<file path="src/rtl/hamming_pkg.sv">
// Shared types and position helpers for the Hamming SEC encoder/decoder pair.
package hamming_pkg;

  typedef enum logic [1:0] {IDLE, CALC, DONE} enc_state_t;

  function automatic bit is_pow2(input int p);
    return (p > 0) && ((p & (p - 1)) == 0);
  endfunction

  // Codeword position (1-based) of the i-th data bit, counting data slots in ascending order.
  function automatic int data_pos(input int i);
    int seen;
    int pos;
    seen = 0;
    pos  = 0;
    for (int p = 1; p <= 4096; p++) begin
      if (pos == 0 && !is_pow2(p)) begin
        if (seen == i) pos = p;
        seen = seen + 1;
      end
    end
    return pos;
  endfunction

endpackage

</file>
<file path="src/rtl/hamming_encoder_if.sv">
// Input/output handshake bundle of the Hamming encoder.
interface hamming_encoder_if #(
  parameter int unsigned K = 26,
  parameter int unsigned P = 5
);
  localparam int unsigned N = K + P;

  logic         in_valid;
  logic         in_ready;
  logic [K-1:0] data_in;
  logic [P-1:0] inj_pos;
  logic         out_valid;
  logic         out_ready;
  logic [N-1:0] code_out;

  modport master (
    output in_valid, data_in, inj_pos, out_ready,
    input  in_ready, out_valid, code_out
  );

  modport slave (
    input  in_valid, data_in, inj_pos, out_ready,
    output in_ready, out_valid, code_out
  );
endinterface

</file>
<file path="src/rtl/hamming_scatter.sv">
// Places K data bits into the non-power-of-two codeword positions; parity slots read as zero.
module hamming_scatter
  import hamming_pkg::*;
#(
  parameter int unsigned K = 26,
  parameter int unsigned N = 31
) (
  input  logic [K-1:0] data,
  output logic [N-1:0] word_c
);

  // data MSB lands on the lowest data position (p=3); position p is bit N-p
  for (genvar gi = 0; gi < K; gi++) begin : g_data
    localparam int unsigned POS = data_pos(gi);
    assign word_c[N-POS] = data[K-1-gi];
  end

  for (genvar gp = 1; gp <= N; gp++) begin : g_slot
    if (is_pow2(gp)) begin : g_par
      assign word_c[N-gp] = 1'b0;
    end
  end

endmodule

</file>
<file path="src/rtl/hamming_encoder.sv">
// Hamming SEC encoder: accepts a data word, fills one parity slot per cycle, optionally flips one bit.
module hamming_encoder
  import hamming_pkg::*;
#(
  parameter int unsigned K = 26,
  parameter int unsigned P = 5
) (
  input logic              clk,
  input logic              rst_n,
  hamming_encoder_if.slave bus
);

  localparam int unsigned N  = K + P;
  localparam int unsigned CW = (P > 1) ? $clog2(P) : 1;
  localparam int unsigned IW = (N > 1) ? $clog2(N) : 1;

  if ((32'd1 << P) < K + P + 1) begin : g_bad_cfg
    $error("hamming_encoder: 2**P must be >= K+P+1");
  end

  enc_state_t    state;
  enc_state_t    state_nxt;
  logic [CW-1:0] cnt;
  logic [N-1:0]  word;
  logic [P-1:0]  inj;
  logic [N-1:0]  scat_c;
  logic [N-1:0]  word_upd_c;
  logic [N-1:0]  inj_mask_c;
  logic [P-1:0]  par_c;
  logic          last_c;

  hamming_scatter #(.K(K), .N(N)) u_scatter (
    .data   (bus.data_in),
    .word_c (scat_c)
  );

  // Parity k covers every data position whose index has bit k set.
  for (genvar gk = 0; gk < P; gk++) begin : g_par
    logic [K-1:0] sel;
    for (genvar gi = 0; gi < K; gi++) begin : g_sel
      localparam int unsigned POS = data_pos(gi);
      if (((POS >> gk) & 1) != 0) begin : g_on
        assign sel[gi] = word[N-POS];
      end else begin : g_off
        assign sel[gi] = 1'b0;
      end
    end
    assign par_c[gk] = ^sel;
  end

  always_comb begin : upd_comb
    word_upd_c = word;
    word_upd_c[IW'(N - (32'd1 << cnt))] = par_c[cnt];
  end

  // Out-of-range injection positions leave the codeword untouched.
  always_comb begin : inj_comb
    inj_mask_c = '0;
    if (inj != '0 && 32'(inj) <= N) inj_mask_c[IW'(N - 32'(inj))] = 1'b1;
  end

  always_ff @(posedge clk or negedge rst_n) begin : state_reg
    if (!rst_n) state <= IDLE;
    else        state <= state_nxt;
  end

  always_comb begin : next_comb
    state_nxt = state;
    case (state)
      IDLE:    if (bus.in_valid)  state_nxt = CALC;
      CALC:    if (last_c)        state_nxt = DONE;
      DONE:    if (bus.out_ready) state_nxt = IDLE;
      default:                    state_nxt = IDLE;
    endcase
  end

  always_comb begin : out_comb
    bus.in_ready  = 1'b0;
    bus.out_valid = 1'b0;
    last_c        = 1'b0;
    case (state)
      IDLE:    bus.in_ready  = 1'b1;
      CALC:    last_c        = (cnt == CW'(P - 1));
      DONE:    bus.out_valid = 1'b1;
      default: ;
    endcase
  end

  always_ff @(posedge clk or negedge rst_n) begin : data_reg
    if (!rst_n) begin
      word         <= '0;
      inj          <= '0;
      cnt          <= '0;
      bus.code_out <= '0;
    end else begin
      case (state)
        IDLE: if (bus.in_valid) begin
          word <= scat_c;
          inj  <= bus.inj_pos;
          cnt  <= '0;
        end
        CALC: begin
          word <= word_upd_c;
          if (last_c) bus.code_out <= word_upd_c ^ inj_mask_c;
          else        cnt          <= cnt + CW'(1);
        end
        default: ;
      endcase
    end
  end

endmodule

</file>
<file path="src/flat_wrapper.sv">
// flat-port wrapper written by rule: the top's interface ports become plain ports
module hamming_encoder_flat import hamming_pkg::*;
#(
  parameter int unsigned K = 26,
  parameter int unsigned P = 5
)
  (clk, rst_n, bus_in_valid, bus_data_in, bus_inj_pos, bus_out_ready, bus_in_ready, bus_out_valid, bus_code_out);
  hamming_encoder_if #(.K(K), .P(P)) bus_i ();
  input logic clk;
  input logic rst_n;
  input wire logic [$bits(bus_i.in_valid)-1:0] bus_in_valid;
  input wire logic [$bits(bus_i.data_in)-1:0] bus_data_in;
  input wire logic [$bits(bus_i.inj_pos)-1:0] bus_inj_pos;
  input wire logic [$bits(bus_i.out_ready)-1:0] bus_out_ready;
  output wire logic [$bits(bus_i.in_ready)-1:0] bus_in_ready;
  output wire logic [$bits(bus_i.out_valid)-1:0] bus_out_valid;
  output wire logic [$bits(bus_i.code_out)-1:0] bus_code_out;
  assign bus_i.in_valid = bus_in_valid;
  assign bus_i.data_in = bus_data_in;
  assign bus_i.inj_pos = bus_inj_pos;
  assign bus_i.out_ready = bus_out_ready;
  assign bus_in_ready = bus_i.in_ready;
  assign bus_out_valid = bus_i.out_valid;
  assign bus_code_out = bus_i.code_out;
  hamming_encoder #(.K(K), .P(P)) u_core (.clk(clk), .rst_n(rst_n), .bus(bus_i));
endmodule
</file>
<file path="config.mk">
export PLATFORM = sky130hd
export DESIGN_NAME = hamming_encoder_flat
export DESIGN_NICKNAME = d
export VERILOG_FILES = /design/src/rtl/hamming_pkg.sv /design/src/rtl/hamming_encoder_if.sv /design/src/rtl/hamming_scatter.sv /design/src/rtl/hamming_encoder.sv /design/src/flat_wrapper.sv
export SDC_FILE = /design/constraint.sdc
export NUM_CORES = 1
export LEC_CHECK = 0
export BUFFER_PORTS_ARGS = -buffer_cell sky130_fd_sc_hd__clkbuf_2
export CAP_MARGIN = 0
export CORE_ASPECT_RATIO = 1.1
export CORE_UTILIZATION = 57
export DETAILED_ROUTE_END_ITERATION = 8
export PLACE_DENSITY = 0.91
export SYNTH_ARGS = -nofsm -noshare
export SYNTH_HDL_FRONTEND = slang
export SYNTH_SLANG_ARGS = --single-unit
</file>
<file path="constraint.sdc">
create_clock -name clk -period 2.6 [get_ports clk]
set_clock_uncertainty 0.05 [all_clocks]
set_input_delay 0.39 -clock clk [delete_from_list [all_inputs] [get_ports clk]]
set_output_delay 0.39 -clock clk [all_outputs]
set_load 0.005 [all_outputs]
</file>
* After elaboration in Yosys (flattened, before gate mapping)
Index checks and enable logic that the tools add are counted.
** Word-level totals
- Register bits :: 72
- Latch bits :: 0
- RAM bits :: 0
- Bits in read-only memories :: 0
- Memories :: 0
** Cells by class
- $add $sub $neg :: 3
- $mul :: 0
- Divide/modulo/power cells :: 0
- $lt $le $gt $ge :: 5
- Eq/ne operators :: 7
- Shift operators :: 1
- Multiplexer cells :: 20
- Bitwise logic cells :: 1
- Reductions and logical operators :: 15
** Operators by type and width (count)
- $reduce_xor 26->1 :: 5
- $mux 31 :: 2
- $pmux 31 s2 :: 1
- $bwmux 31 :: 1
- $xor 31x31->31 :: 1
- $lt 5x6->1 const B :: 2
- $demux 1 s5 :: 2
- $ge 5x1->1 const B :: 2
- $sub 5x5->5 const A :: 2
- $mux 1 :: 6
- $mux 2 :: 3
- $mux 3 :: 2
- $ne 2x2->1 const B :: 3
- $pmux 2 s3 :: 1
- $pmux 3 s2 :: 1
- $reduce_and 2->1 :: 3
- $reduce_and 3->1 :: 2
- $reduce_bool 5->1 :: 1
- $shl 1x3->5 const A :: 1
- $lt 3x4->1 const B :: 1
- $add 3x1->3 const B :: 1
- $bmux 1 s3 :: 1
- $eq 3x3->1 const B :: 1
- $eq 2x1->1 const B :: 1
- 5 further kinds :: 6

* Longest topological paths before layout
- Depth in word-level cells :: 8
- Depth in mapped cells :: 9
- Depth with buffers taken out :: 8

* Modules after synthesis
From an unflattened synthesis, not the netlist that was laid out.
** Unflattened totals
- Cell total of the unflattened synthesis :: 503
- Area total of the unflattened synthesis :: 4383.0 um^2
** Modules (own cells, without submodules)
- hamming_encoder :: times used 1, cells each 471, area an instance 4146.5 um^2
- hamming_scatter :: times used 1, cells each 32, area an instance 236.5 um^2

* Worst setup path before layout
Ideal clock, no wire load.
- Kind :: flip-flop to flip-flop
- From :: register u_core.word[4]
- To :: register u_core.word[21]
- Library setup time :: 0.080 ns
- Data arrival time :: 2.062 ns
- Setup slack :: 0.408 ns
- Stages on the path, launching flop included :: 8
- Cell sequence :: dfrtp_1 -> xnor3_1 -> xor2_1 -> xnor3_1 -> a2bb2oi_1 -> nand3_1 -> buf_4 -> o211ai_2
** Between the ends
- Word-level cells in the longest chain between the ends :: 5
- Elaborated cells between the ends (all ways) :: 8
** Ends and longest elaborated chain
- from (decl) :: line hamming_encoder.sv:24 : logic [N-1:0] word;
- from (signal assigned) :: line hamming_encoder.sv:98 : word <= scat_c;
- from (signal assigned) :: line hamming_encoder.sv:103 : word <= word_upd_c;
- $reduce_xor 26->1 :: line hamming_encoder.sv:48 : assign par_c[gk] = ^sel;
- $bmux 1 s3 (*) :: line hamming_encoder.sv:53 : word_upd_c[IW'(N - (32'd1 << cnt))] = par_c[cnt];
- $mux 1 (implied by the code) (*) :: line hamming_encoder.sv:53
- $bwmux 31 (*) :: line hamming_encoder.sv:53
- $pmux 31 s2 (*) :: line hamming_encoder.sv:96 : case (state)
Mark *: on every way between the ends. The rest lies on a longest branch, timed or not. The select of a mux whose other input is x is not followed.
A chain may end at the register's enable or synchronous reset.

* Worst setup path after layout
- From :: register u_core.word[0]
- To :: register u_core.bus.code_out[15]
** Between the ends
- Word-level cells in the longest chain between the ends :: 5
- Elaborated cells between the ends (all ways) :: 9
** Ends and longest elaborated chain
- $reduce_xor 26->1 :: line hamming_encoder.sv:48
- $bmux 1 s3 (*) :: line hamming_encoder.sv:53
- $mux 1 (implied by the code) (*) :: line hamming_encoder.sv:53
- $bwmux 31 (*) :: line hamming_encoder.sv:53
- $xor 31x31->31 (*) :: line hamming_encoder.sv:104 : if (last_c) bus.code_out <= word_upd_c ^ inj_mask_c;
- to (signal assigned) :: line hamming_encoder.sv:104
- to (decl) :: line hamming_encoder_if.sv:23 : output in_ready, out_valid, code_out
Marked as above.

==> flow_summary.json <==
{
  "rows": 31,
  "avgSynthCellArea_um2": 9.62,
  "cts_resized": 0,
  "p_sw_share_pct": 41.0,
  "rr_worst_depth": 6,
  "syn_nets": 461,
  "die_w_um": 82.4,
  "post-route-min-period_ns": 2.44,
  "syn_to_final_growth_pct": 17.0,
  "p_leak_nw": 2.18,
  "ys_seq_area_share_pct": 43.9,
  "num_vias": 3411,
  "cp_cell_sequence": "xnor2_1, xor2_1, xnor3_2, nor4_1, a21oi_1, a21oi_1",
  "grt_pass1_vias": 3388,
  "criticalPathCategory": "flop to flop",
  "wl_per_cell_um": 17.7,
  "finalSetupViolCount": 0,
  "instances_no_fill": 574,
  "synthTopCellsByArea": "dfrtp_1, xnor2_1, nand2_1",
  "synth_area_mm2": 0.00405,
  "cpPeakStageDelay_ns": 0.50,
  "hold_violations": 0,
  "port_buffers": 67,
  "final_nets": 527,
  "root_buffer": "clkbuf_8",
  "globalplace.congestion": 0.898,
  "critPathBufInv": 0,
  "largest_reg_flops": 31,
  "cp.arrival_ns": 2.66,
  "top_register": "u_core.bus.code_out",
  "clkLatencyLatePin_ns": 0.36,
  "die_h_um": 90.4,
  "power.share.clock_pct": 13.5,
  "viasPerCell": 5.94,
  "path_max_fanout": 4,
  "hold_path_depth": 2,
  "grt_overflow": 0,
  "die-area_mm2": 0.00744,
  "htree_levels": 3,
  "wl_um": 10100,
  "outcome": "complete, no violations",
  "internal-power_mw": 4.74,
  "ios": 68,
  "clk_path_buf_depth": 2,
  "antenna_found_initial": 0,
  "comb_power_share_pct": 58.7,
  "synth.top_cell.area_share_pct": 43.9,
  "relSlewSlack_pct": 64.1,
  "finalSetupTns_ns": 0,
  "seq_power_share_pct": 27.8,
  "tritoncts": "yes",
  "cts.sinks": 71,
  "crit_path_end_kind": "flop",
  "hpwl_um": 7320,
  "p_switching_mw": 3.30,
  "cap_violations": 0,
  "synthCells": 421,
  "yosys_warnings": 0,
  "first_pass_iters": 6,
  "path_clk_slew_ns": 0.07,
  "drc": 0,
  "fin_crit_sh_pct": 93.9,
  "ys_seq_elements": 71,
  "reg_top3": "u_core.bus.code_out: 31 flops, u_core.word: 30 flops, u_core.inj: 5 flops",
  "final_antenna_net_count": 0,
  "hp-class": "primary input to flop",
  "crit_cells": 6,
  "cp_top_family": "XOR/XNOR gates",
  "fmax_ghz": 0.410,
  "cp_slowest_cell": "xnor3_2",
  "utilization_pct": 70.6,
  "yosys.area.top_type": "dfrtp_1",
  "start_kind": "flop",
  "worstPathRequired_ns": 2.82,
  "cp-startpoint": "u_core.word[0]",
  "grt_pass1_wl_um": 16200,
  "hold_slack_ns": 0.174,
  "antenna_cells": 0,
  "rsz0062_at_grt": "false",
  "track_usage_pct": 29.2,
  "post_cts_buffers": 0,
  "power_density_mw_per_mm2": 1700,
  "worstMarginPinSlew_ns": 0.537,
  "worstReg2RegStart": "u_core.word[0]",
  "numCtsBuffers": 9,
  "layout-drive-gt1-share_pct": 24.0,
  "start_util_pct": 60.3,
  "ir_drop_mv": 1.51,
  "crit_top_cell": "a21oi_1",
  "grt_max_degree": 50,
  "drt_iter0_drc": 307,
  "slew_violations": 0,
  "yosysUniqueCellTypes": 38,
  "core-area_mm2": 0.00671,
  "min_from": "bus_out_ready",
  "dp_cells": 557
}
repair_timing:
item	4_1_cts	5_1_grt
hold endpoints to repair	19	0
setup endpoints to repair	0	0
hold buffers	1	0
area by class of cell:
type | instances | area (um2)
fill | 474 | 1970
clock buffer | 9 | 124
inverter | 7 | 26.3
sequential | 71 | 1780
clock inverter | 7 | 120
tap | 82 | 103
multi-input combinational | 320 | 2160
timing repair buffer | 78 | 433
through the flow:
| step | instance area, um2 | setup slack [ns] | power, mW |
|---|---|---|---|
| CTS | 4740 | 0.188 | 7.97 |
| detailed placement | 4480 | 0.255 | 6.85 |
| global placement | 4480 | 0.331 | 6.65 |
| finish | 4740 | 0.158 | 8.04 |
| global route | 4740 | 0.0259 | 8.52 |
| floorplan | 4050 | 0.408 | 5.75 |
power by group through the flow:
| stage | sequential [mW] | clock (mW) | combinational, mW |
|---|---|---|---|
| 5_1_grt | 2.29 | 1.13 | 5.11 |
| 2_1_floorplan | 2.02 | 0 | 3.74 |
| 4_1_cts | 2.22 | 1.08 | 4.68 |
| 3_5_place_dp | 2.23 | 0 | 4.63 |
| 6_report | 2.23 | 1.08 | 4.72 |
| 3_3_place_gp | 2.19 | 0 | 4.46 |
synth_stat cells (all sizes together):
cell type,count
xnor2,40
inv,7
mux2,19
xnor3,11
a21o,2
a21oi,19
o221ai,1
and2,1
nand3b,3
xor2,15
a32oi,1
nor3,6
mux2i,1
nor4,1
and3,1
a31oi,2
o41ai,1
nand2b,4
buf,2
nor2,27
nor2b,7
a2bb2oi,1
nor3b,5
a22oi,5
or2,1
ha,5
nand3,13
o22ai,2
clkbuf,21
nand2,75
or3,1
dfrtp,71
o21ai,45
o211ai,5
final timing paths:
path / to / slack (ns)
hold / removal: u_core.state[1] / 0.17
max in group asynchronous: u_core.bus.code_out[14] / 1.38
hold reg to reg: u_core.bus.code_out[2] / 0.44
min in group asynchronous: u_core.bus.code_out[8] / 0.48
setup reg to reg: u_core.bus.code_out[15] / 0.16
setup / recovery: u_core.bus.code_out[15] / 0.16
cell usage in the layout (no fill, tap or decap), types with 13 or more instances in the layout:
cell type  count
clkbuf_2      66
mux2_2        19
o21ai_0       36
a21oi_1       19
nor2_1        27
nand2_1       75
dfrtp_1       71
xor2_1        15
xnor2_1       40
nand3_1       13
kinds of logic (layout without fill, tap and decap cells):
| logic type | Yosys count | in the layout | synth area share (%) |
|---|---|---|---|
| AO/OA/AOI/OAI | 84 | 84 | 12.3 |
| buffers and inverters | 30 | 101 | 2.87 |
| multiplexers | 20 | 20 | 5.53 |
| adder cells (fa/ha/maj) | 5 | 5 | 1.55 |
| flip-flops | 71 | 71 | 43.9 |
| AND/OR/NAND/NOR | 145 | 145 | 15.8 |
| XOR/XNOR | 66 | 66 | 18.1 |
routing by layer:
metal  routed length, um  track usage (%)  part of all wire, %  up-vias
li1                    -                -                    -     1553
met1                3840             36.9                   38     1596
met2                4900             45.9                   48      214
met3                 939             6.77                  9.3       48
met4                 457             15.2                  4.5        0
met5                   0                0                    0        -
No activity file was read; power rests on OpenSTA's default activity.
